==> src/rtl/cp0_int_ctrl.sv <==
`default_nettype none
// ============================================================================
// Module   : cp0_int_ctrl
// Brief    : Coprocessor-0 interrupt controller (SR, Cause, EPC, PRId) with
//            level-tracked hardware interrupt pending bits and eret support.
// Revision : 1.0 - initial release
// ============================================================================
module cp0_int_ctrl #(
   parameter logic [31:0] PRID = 32'h0000_0007
) (
   input  logic        clk,
   input  logic        rst,
   input  logic [4:0]  a1,
   input  logic [4:0]  a2,
   input  logic [31:0] din,
   input  logic        we,
   input  logic [29:0] pc,
   input  logic [5:0]  hwint,
   input  logic        exl_set,
   input  logic        exl_clr,
   output logic        intreq,
   output logic [31:0] epc,
   output logic [31:0] dout
);

   localparam logic [4:0] c_reg_sr    = 5'd12;
   localparam logic [4:0] c_reg_cause = 5'd13;
   localparam logic [4:0] c_reg_epc   = 5'd14;
   localparam logic [4:0] c_reg_prid  = 5'd15;

   logic [5:0]  r_im;
   logic        r_exl;
   logic        r_ie;
   logic [5:0]  r_ip;
   logic [29:0] r_epc;

   logic        w_wr_sr;
   logic        w_wr_epc;
   logic [31:0] w_sr;
   logic [31:0] w_cause;

   assign w_wr_sr  = we && (a2 == c_reg_sr);
   assign w_wr_epc = we && (a2 == c_reg_epc);

   // IM and IE follow software writes; EXL is owned by the pipeline first.
   always_ff @(posedge clk or posedge rst) begin
      if (rst) begin
         r_im  <= 6'd0;
         r_ie  <= 1'b0;
         r_exl <= 1'b0;
      end else begin
         if (w_wr_sr) begin
            r_im <= din[15:10];
            r_ie <= din[0];
         end
         if (exl_set)
            r_exl <= 1'b1;
         else if (exl_clr)
            r_exl <= 1'b0;
         else if (w_wr_sr)
            r_exl <= din[1];
      end
   end

   always_ff @(posedge clk or posedge rst) begin
      if (rst) begin
         r_epc <= 30'd0;
      end else if (exl_set) begin
         r_epc <= pc;
      end else if (w_wr_epc) begin
         r_epc <= din[31:2];
      end
   end

   // Pending bits mirror the lines each cycle; nothing is held once a line drops.
   always_ff @(posedge clk or posedge rst) begin
      if (rst)
         r_ip <= 6'd0;
      else
         r_ip <= hwint;
   end

   assign intreq  = (|(r_ip & r_im)) & r_ie & ~r_exl;
   assign epc     = {r_epc, 2'b00};
   assign w_sr    = {16'd0, r_im, 8'd0, r_exl, r_ie};
   assign w_cause = {16'd0, r_ip, 10'd0};

   always_comb begin
      dout = 32'd0;
      case (a1)
         c_reg_sr:    dout = w_sr;
         c_reg_cause: dout = w_cause;
         c_reg_epc:   dout = {r_epc, 2'b00};
         c_reg_prid:  dout = PRID;
         default:     dout = 32'd0;
      endcase
   end

endmodule
`default_nettype wire

==> config.mk <==
export PLATFORM = sky130hd
export DESIGN_NAME = cp0_int_ctrl
export DESIGN_NICKNAME = d
export VERILOG_FILES = /design/src/rtl/cp0_int_ctrl.sv
export SDC_FILE = /design/constraint.sdc
export NUM_CORES = 1
export LEC_CHECK = 0
export ABC_AREA = 1
export CORE_MARGIN = 5
export CORE_UTILIZATION = 38
export DETAILED_ROUTE_END_ITERATION = 16
export PLACE_DENSITY = 0.81
export SETUP_SLACK_MARGIN = 0.2
export SLEW_MARGIN = 5
export SYNTH_ARGS = -nofsm -noshare
export SYNTH_HDL_FRONTEND = slang
export SYNTH_SLANG_ARGS = --single-unit
==> constraint.sdc <==
create_clock -name clk -period 1.7 [get_ports clk]
set_clock_uncertainty 0.1 [all_clocks]
set_input_delay 0.17 -clock clk [delete_from_list [all_inputs] [get_ports clk]]
set_output_delay 0.17 -clock clk [all_outputs]
set_load 0.02 [all_outputs]
==> impl_metrics.ini, run 1 <==
[status]
status = finished clean

[critical_path]
critPathCaptureType = primary output
worstPathRequired_ns = 1.43
crit_fanout = 5
cp-start-kind = input pin
crit_buf_inv = 3
ff2ff_setup_slack_ns = 0.80
cp_data_arrival_time_ns = 1.18
path_delay_family = buffers and inverters
path_class = input pin to primary output
cpPeakStageDelay_ns = 0.29
slowest_stage = bufbuf_16
crit_chain = dlygate4sd2_1, nor2_4, nand2_4, bufbuf_16, nor2_1, buf_2

[finish]
final_area_um2 = 4300
num-fill-cells = 544
nNetsFinal = 616
fin_cells = 611
antenna_cells = 0
drive_above_1_share_pct = 15.5
area_growth_pct = 68.9

[global_routing]
grt_max_degree = 45
grt_pass1_wl_um = 13800
grt_overflow = 0
track_usage_pct = 20.3
grt_antenna_before_repair = 0
grt_pass1_vias = 2837

[drt]
first_iter_violations = 88
wire_per_inst_um = 14.2
vias = 2953
drc = 0
routed_wl_um = 8700
ant_nets = 0
vias_per_cell = 4.83
dr.pass1.iters = 4

[yosys]
synth_area_um2 = 2550
yosys_register_bits = 44
synth_fa_ha_area_share_pct = 0
synth_cell_types = 15
synth_top_family_by_area = simple AND/OR/NAND/NOR gates
syn_avg_cell_area_um2 = 6.72
yosys-top-cells-area = dfrtp_1 (43%), nand2_1 (24%), nand3_1 (12%)
synth-compound-area-share_pct = 2.56
postSynthCellCount = 379
synth_xor_area_share_pct = 0
synth-simple-area-share_pct = 43.2
yosysSeqAreaShare_pct = 43.2
synth_top_cell_by_area = dfrtp_1
yosys_warnings = 0
synth_mux_area_share_pct = 0
synth_top_area_share_pct = 43.2

[clock_network]
cts_tree = built
numCtsBuffers = 5
path_clk_slew_ns = 0.09
insertion_delay_ns = 0.29
htreeDepth = 2
cts_root_buf = clkbuf_8
clk_path_buf_depth = 2
clock-sinks = 44
cts-hold-fix-buffers = 0

[placed_design]
place.port_buffers = 145
dp_hpwl_um = 6350
postPlaceCellArea_um2 = 4140
place.gp.congestion = 0.824
placedCellCount = 595

[min_path]
hold_class = input pin to asynchronous set/reset pin

[pwr]
power_density_nw_per_um2 = 742
leakage_nw = 2.38
ir_drop_mv = 0.378

[sta]
rsz0062_at_grt = false
setup_viol = 0
hold_viol = 0
finalCriticalPeriod_ns = 1.45
timing.hold.ws_ns = 0.119
period_share_pct = 85.5
fmax_ghz = 0.688
report.final.slew_viol_count = 0

[floorplan]
dieWidth_um = 91.9
die_h_um = 91.9
io_pins = 148
fp-row-count = 29
start_util_pct = 39.6
die-area_um2 = 8440
core_um2 = 6420

[run]
cap_violations = 0
-- layout make-up --
type | instances | area (um2) | area share [%]
Timing Repair Buffer | 169 | 1590 | 36.9
Multi-Input combinational cell | 276 | 1220 | 28.4
Sequential cell | 44 | 1100 | 25.6
Inverter | 37 | 139 | 3.23
Tap cell | 77 | 96.3 | 2.24
Clock inverter | 3 | 90.1 | 2.09
Clock buffer | 5 | 68.8 | 1.60
-- cell usage in the layout, fill, tap and decap left out, drive strengths merged --
cell | synthesis | layout
clkbuf | 0 | 5
nor2 | 33 | 33
nand2 | 167 | 167
dlygate4sd2 | 0 | 31
bufinv | 0 | 3
clkdlybuf4s50 | 0 | 77
clkdlybuf4s15 | 0 | 4
o21ai | 13 | 13
bufbuf | 0 | 1
buf | 23 | 56
dfrtp | 44 | 44
nand3 | 61 | 61
conb | 1 | 2
inv | 37 | 37
-- worst paths after layout --
kind	from	end	depth (start not counted)
setup / recovery	a1[4]	dout[9]	6
hold / removal	rst	r_epc[29]	3
setup reg to reg	r_im[4]	r_im[4]	3
hold reg to reg	r_ie	r_ie	2
max in group asynchronous	rst	r_epc[28]	3
min in group clk	hwint[2]	r_ip[2]	1
-- cells by family (layout without fill, tap and decap cells) --
logic type / count (synthesis) / after routing
buffers and inverters: 60 / 214
other: 1 / 2
AO/OA/AOI/OAI: 13 / 13
AND/OR/NAND/NOR: 261 / 261
flip-flops: 44 / 44
-- worst reg2reg max path, cell delays in order, from the launching register on --
cell	delay, ns
dfrtp_1	0.40
buf_4	0.15
nand2_1	0.06
o21ai_1	0.07
-- flip-flops by register name (all words and copies together) (netlist names) --
signal,cells
r_epc,30
r_exl,1
r_ie,1
r_im,6
r_ip,6
-- metal layers --
layer  track usage [%]  wire, um  up-vias
li1                  -         -     1462
met1              25.9      3550     1351
met2              34.4      4410      127
met3              4.83       615       13
met4              5.57       120        0
met5                 0         0        -
-- power by group --
part,internal [mW],switching (mW)
logic,0.410,0.427
clock network,0.735,0.358
registers,1.16,0.0985
-- cells in the mapped netlist --
master,number
buf_2,14
buf_4,9
conb_1,1
dfrtp_1,44
inv_1,35
inv_2,2
nand2_1,163
nand2_2,4
nand3_1,61
nor2_1,29
nor2_2,1
nor2_4,2
nor2_8,1
o21ai_0,7
o21ai_1,6
-- stage by stage --
| step | setup WS [ns] | setup TNS [ns] | total power [mW] | util [%] |
|---|---|---|---|---|
| final | 0.246 | 0 | 3.19 | 67.0 |
| after global routing | 0.197 | 0 | 3.35 | 67.0 |
| after CTS | 0.212 | 0 | 3.20 | 65.8 |
| after detailed placement | -0.417 | -12.24 | 2.15 | 64.5 |
| after global placement | -0.389 | -11.66 | 2.13 | 64.5 |
| after floorplan | 0.399 | 0 | 1.67 | - |
-- what timing repair did --
action | CTS | global route
gates resized for setup | 180 | 17
endpoints found under the setup margin | 63 | 11
pin swaps | 1 | 3
setup buffers | 5 | 1
cloned | 2 | 0
(Power assumes the default switching activity.)
==> inputs of run 2 (changes only) <==
- CORE_UTILIZATION: 38 -> 37
- MAX_ROUTING_LAYER: unset -> met4
- PLACE_DENSITY: 0.81 -> 0.79
==> impl_metrics.ini, run 2 (synthesis results as in run 1) <==
[global_routing]
grt_pass1_wl_um = 13500
grt_overflow = 0
met2_usage_pct = 33.4
grt_antenna_before_repair = 0
use_met3_pct = 4.55
grt_pass1_vias = 2892
track_usage_pct = 19.9
grtUsageMet1_pct = 24.5
top_usage_layer = met2
grt_max_degree = 45

[clock_network]
numCtsBuffers = 5
clock-sinks = 44
htreeDepth = 2
cts-hold-fix-buffers = 0
cts_tree = built
cts_root_buf = clkbuf_8
insertion_delay_ns = 0.29
path_clk_slew_ns = 0.08
clk_path_buf_depth = 2

[finish]
largest_reg_flops = 30
final_area_um2 = 4120
reg_top3 = r_epc: 30 flops, r_im: 6 flops, r_ip: 6 flops
final_common_cell = nand2_1
area_growth_pct = 61.8
antenna_cells = 0
nNetsFinal = 614
final_core_util_pct = 61.0
most-common-layout-cells = nand2_1 (163), clkdlybuf4s50_1 (77), nand3_1 (61), dfrtp_1 (44), dlygate4sd2_1 (35)
max_flop_register = r_epc
drive_above_1_share_pct = 14.1

[sta]
report.final.slew_viol_count = 0
timing.hold.ws_ns = 0.120
period_share_pct = 84.2
hold_viol = 0
tns_ns = 0
setup_viol = 0
rsz0062_at_grt = false
fmax_ghz = 0.699
finalCriticalPeriod_ns = 1.43
setup_ws_ns = 0.269

[floorplan]
dieWidth_um = 93.0
core_um2 = 6760
start_util_pct = 37.7
die_h_um = 93.0
die-area_um2 = 8640
io_pins = 148
fp-row-count = 30

[pwr]
p_comb_share_pct = 28.3
leakage_nw = 2.30
ir_drop_mv = 0.384
p_sw_mw = 0.854
seqPwrFrac_pct = 44.5
swShare_pct = 30.0
pwr-share-clk_pct = 27.2
power_density_nw_per_um2 = 691
intPower_mw = 1.99

[placed_design]
place.port_buffers = 145
place.gp.congestion = 0.891
postPlaceCellArea_um2 = 4130
dp_hpwl_um = 6500
pre_cts_ws_ns = -0.436

[drt]
first_iter_violations = 108
routed_wl_um = 8350
drc = 0
vias_per_cell = 4.76
vias = 2915
ant_nets = 0
dr.pass1.iters = 6
wire_per_inst_um = 13.6

[run]
cap_violations = 0

[status]
status = finished clean

[critical_path]
cp-start-kind = register
cp_data_arrival_time_ns = 1.16
crit_fanout = 3
ff2ff_setup_slack_ns = 0.80
timing.rr.end = r_im[3]
r2r_start = r_im[3]
critPathCaptureType = primary output
worstPathRequired_ns = 1.43
r2r_cells = 3
path_class = register to primary output

[min_path]
hold_class = input pin to asynchronous set/reset pin
-- run 2: how the worst max path moves through the flow --
stage / start / endpoint / cells after the start
floorplan: rst / r_epc[0] / 1
global placement: a1[1] / dout[17] / 7
CTS: r_im[3] / intreq / 5
detailed placement: a1[1] / dout[31] / 7
global route: a1[1] / dout[22] / 7
finish: r_im[4] / intreq / 5
-- run 2: timing repair --
item,CTS,global route
buffers inserted,2,0
setup endpoints to repair,63,0
gates resized for setup,183,0
-- run 2: final cells by class --
type	count	area, um2
clock buffers	6	72.6
clock inverters	2	35.0
fillers	656	2640
inverters	37	139
multi-input cells	276	1190
flip-flops and latches	44	1100
well taps	80	100
repair buffers	167	1490
-- run 2: critical path, stage by stage (launching register included) --
cell     delay, ns
dfrtp_1       0.41
nand2_1       0.08
nand3_1       0.07
nor2_1        0.11
nor2_1        0.05
buf_2         0.15
-- run 2: power by group through the flow --
stage                     Combinational [mW]  Sequential [mW]  Clock [mW]
final                                  0.806             1.27       0.773
after detailed placement               0.861             1.29           0
after CTS                              0.816             1.27       0.798
after global placement                 0.840             1.29           0
after floorplan                        0.311             1.36           0
after global routing                   0.888             1.28       0.846
-- run 2: through the flow --
step           cells  power, mW
2_1_floorplan    380       1.67
3_3_place_gp     601       2.13
3_5_place_dp     601       2.15
4_1_cts          612       2.88
5_1_grt          612       3.01
6_report         612       2.85
-- run 2: routing by layer --
metal / wire length [um] / part of all wire, % / up-vias
met5: 0 / 0 / -
met2: 4200 / 50 / 119
li1: - / - / 1458
met1: 3500 / 42 / 1330
met3: 558 / 6.7 / 8
met4: 96 / 1.1 / 0
==> inputs of run 3 (changes only) <==
- CORE_UTILIZATION: 37 -> 35
- PLACE_DENSITY: 0.79 -> 0.78
- clock period: 1.7 -> 1.2 ns (I/O delays scaled with it)
==> impl_metrics.ini, run 3 (synthesis results as in run 1) <==
[status]
status = finished, violations left
violations = setup timing

[critical_path]
r2r_start = r_epc[9]
worstPathRequired_ns = 0.98
cp-start-kind = register
timing.rr.end = r_epc[9]
cpMostUsedCell = nor2_1
worstSetupPathDepth = 5
cp_data_arrival_time_ns = 1.19
r2r_cells = 5
critPathCaptureType = primary output
endpoint = intreq
ff2ff_setup_slack_ns = 0.16
crit_buf_inv = 1
crit_chain = nand2_1, nand3_1, nor2_1, nor2_1, buf_4
crit_fanout = 2
startpoint = r_im[3]
path_class = register to primary output
cpPeakStageDelay_ns = 0.43
slowest_stage = dfrtp_1
path_delay_family = flip-flops

[finish]
drive_above_1_share_pct = 35.5
max_flop_register = r_epc
final_area_um2 = 5260
most-common-layout-cells = nand2_1 (159), buf_6 (93), clkdlybuf4s50_1 (70), nand3_1 (48), dfrtp_1 (44)
fin_cells = 690
reg_top3 = r_epc: 30 flops, r_im: 6 flops, r_ip: 6 flops
final_common_cell = nand2_1
area_growth_pct = 107
nNetsFinal = 673
antenna_cells = 0
largest_reg_flops = 30
num-fill-cells = 540

[sta]
fmax_ghz = 0.707
period_share_pct = 118
hold_viol = 0
setup_viol = 24
timing.hold.ws_ns = 0.119
finalCriticalPeriod_ns = 1.41
rsz0062_at_grt = true
setup_ws_ns = -0.214
report.final.slew_viol_count = 0

[placed_design]
place.gp.congestion = 0.850
placedCellCount = 642
place.port_buffers = 145
postPlaceCellArea_um2 = 4360
dp_hpwl_um = 6800

[pwr]
ir_drop_mv = 0.515
intPower_mw = 3.16
power_density_nw_per_um2 = 879
p_sw_mw = 1.46
leakage_nw = 2.73
pwr-share-clk_pct = 21.0
swShare_pct = 31.6
p_comb_share_pct = 39.7
power_mw = 4.63
seqPwrFrac_pct = 39.3

[floorplan]
fp-row-count = 31
die-area_um2 = 9080
die_h_um = 95.3
dieWidth_um = 95.3
start_util_pct = 35.5
core_um2 = 7180
io_pins = 148

[global_routing]
grt_pass1_vias = 3172
use_met3_pct = 4.42
grt_pass1_wl_um = 15000
grtUsageMet1_pct = 25.4
grt_max_degree = 45
grt_antenna_before_repair = 0
track_usage_pct = 21.9
top_usage_layer = met2
grt_overflow = 0
met2_usage_pct = 38.5

[drt]
first_iter_violations = 128
vias = 3279
routed_wl_um = 10400
drc = 0
ant_nets = 0
vias_per_cell = 4.75
dr.pass1.iters = 4
wire_per_inst_um = 15.1

[clock_network]
cts_root_buf = clkbuf_8
path_clk_slew_ns = 0.08
numCtsBuffers = 5
htreeDepth = 2
cts_tree = built
clk_path_buf_depth = 2
insertion_delay_ns = 0.30
clock-sinks = 44
cts-hold-fix-buffers = 0

[min_path]
hold_class = input pin to asynchronous set/reset pin

[run]
cap_violations = 0
run 3: changes by cell type in the layout (fill, tap and decap cells not counted), moves of 6 or more:
| cell | delta |
|---|---|
| nor2_1 | -16 |
| nor2_4 | +12 |
| buf_6 | +91 |
| inv_2 | +6 |
| nand3_2 | +12 |
| nand3_1 | -13 |
| buf_2 | -25 |
| clkdlybuf4s50_1 | -7 |
| dlygate4sd2_1 | -28 |
| buf_4 | +19 |
| inv_1 | -8 |
run 3: power by group through the flow:
stage                     Sequential [mW]  Combinational [mW]  Clock [mW]
final                                1.82                1.84       0.970
after detailed placement             1.81                1.36           0
after global placement               1.80                1.33           0
after floorplan                      1.92               0.442           0
after global routing                 1.83                1.97        1.07
after CTS                            1.81                1.56       0.994
run 3: worst min path at each step:
| stage | end | cells after the start |
|---|---|---|
| after global routing | r_ip[2] | 1 |
| final | r_ip[2] | 3 |
| after CTS | r_im[3] | 3 |
| after global placement | r_ie | 2 |
| after floorplan | r_epc[0] | 1 |
| after detailed placement | r_ie | 2 |
run 3: area by class of cell:
type	count	area (um2)	share of cell area [%]
timing repair buffer	226	2390	45.4
multi-input combinational	276	1410	26.8
sequential	44	1100	20.9
inverter	37	145	2.76
tap	99	124	2.35
clock buffer	8	90.1	1.71
run 3: repair_timing:
item,CTS,global route
gates resized for setup,446,68
pin swaps,47,17
endpoints found under the setup margin,101,86
buffers inserted,14,22
gates cloned,3,1
run 3: layer usage:
metal / part of all wire, % / wire length (um)
met1: 39 / 4060
met2: 53 / 5480
met3: 5.9 / 616
met4: 2.4 / 249
met5: 0 / 0
run 3: worst min-delay path: stages:
cell and delay [ns]:
clkdlybuf4s50_1 0.44, clkinvlp_4 0.09, buf_12 0.24
run 3: per-stage QoR:
stage	TNS (ns)	utilization, %	worst slack (ns)
floorplan	0	-	0.109
global placement	-34.09	60.8	-0.781
detailed placement	-36.18	60.8	-0.852
CTS	-0.959	66.9	-0.190
global route	-2.97	73.3	-0.266
finish	-1.11	73.3	-0.214
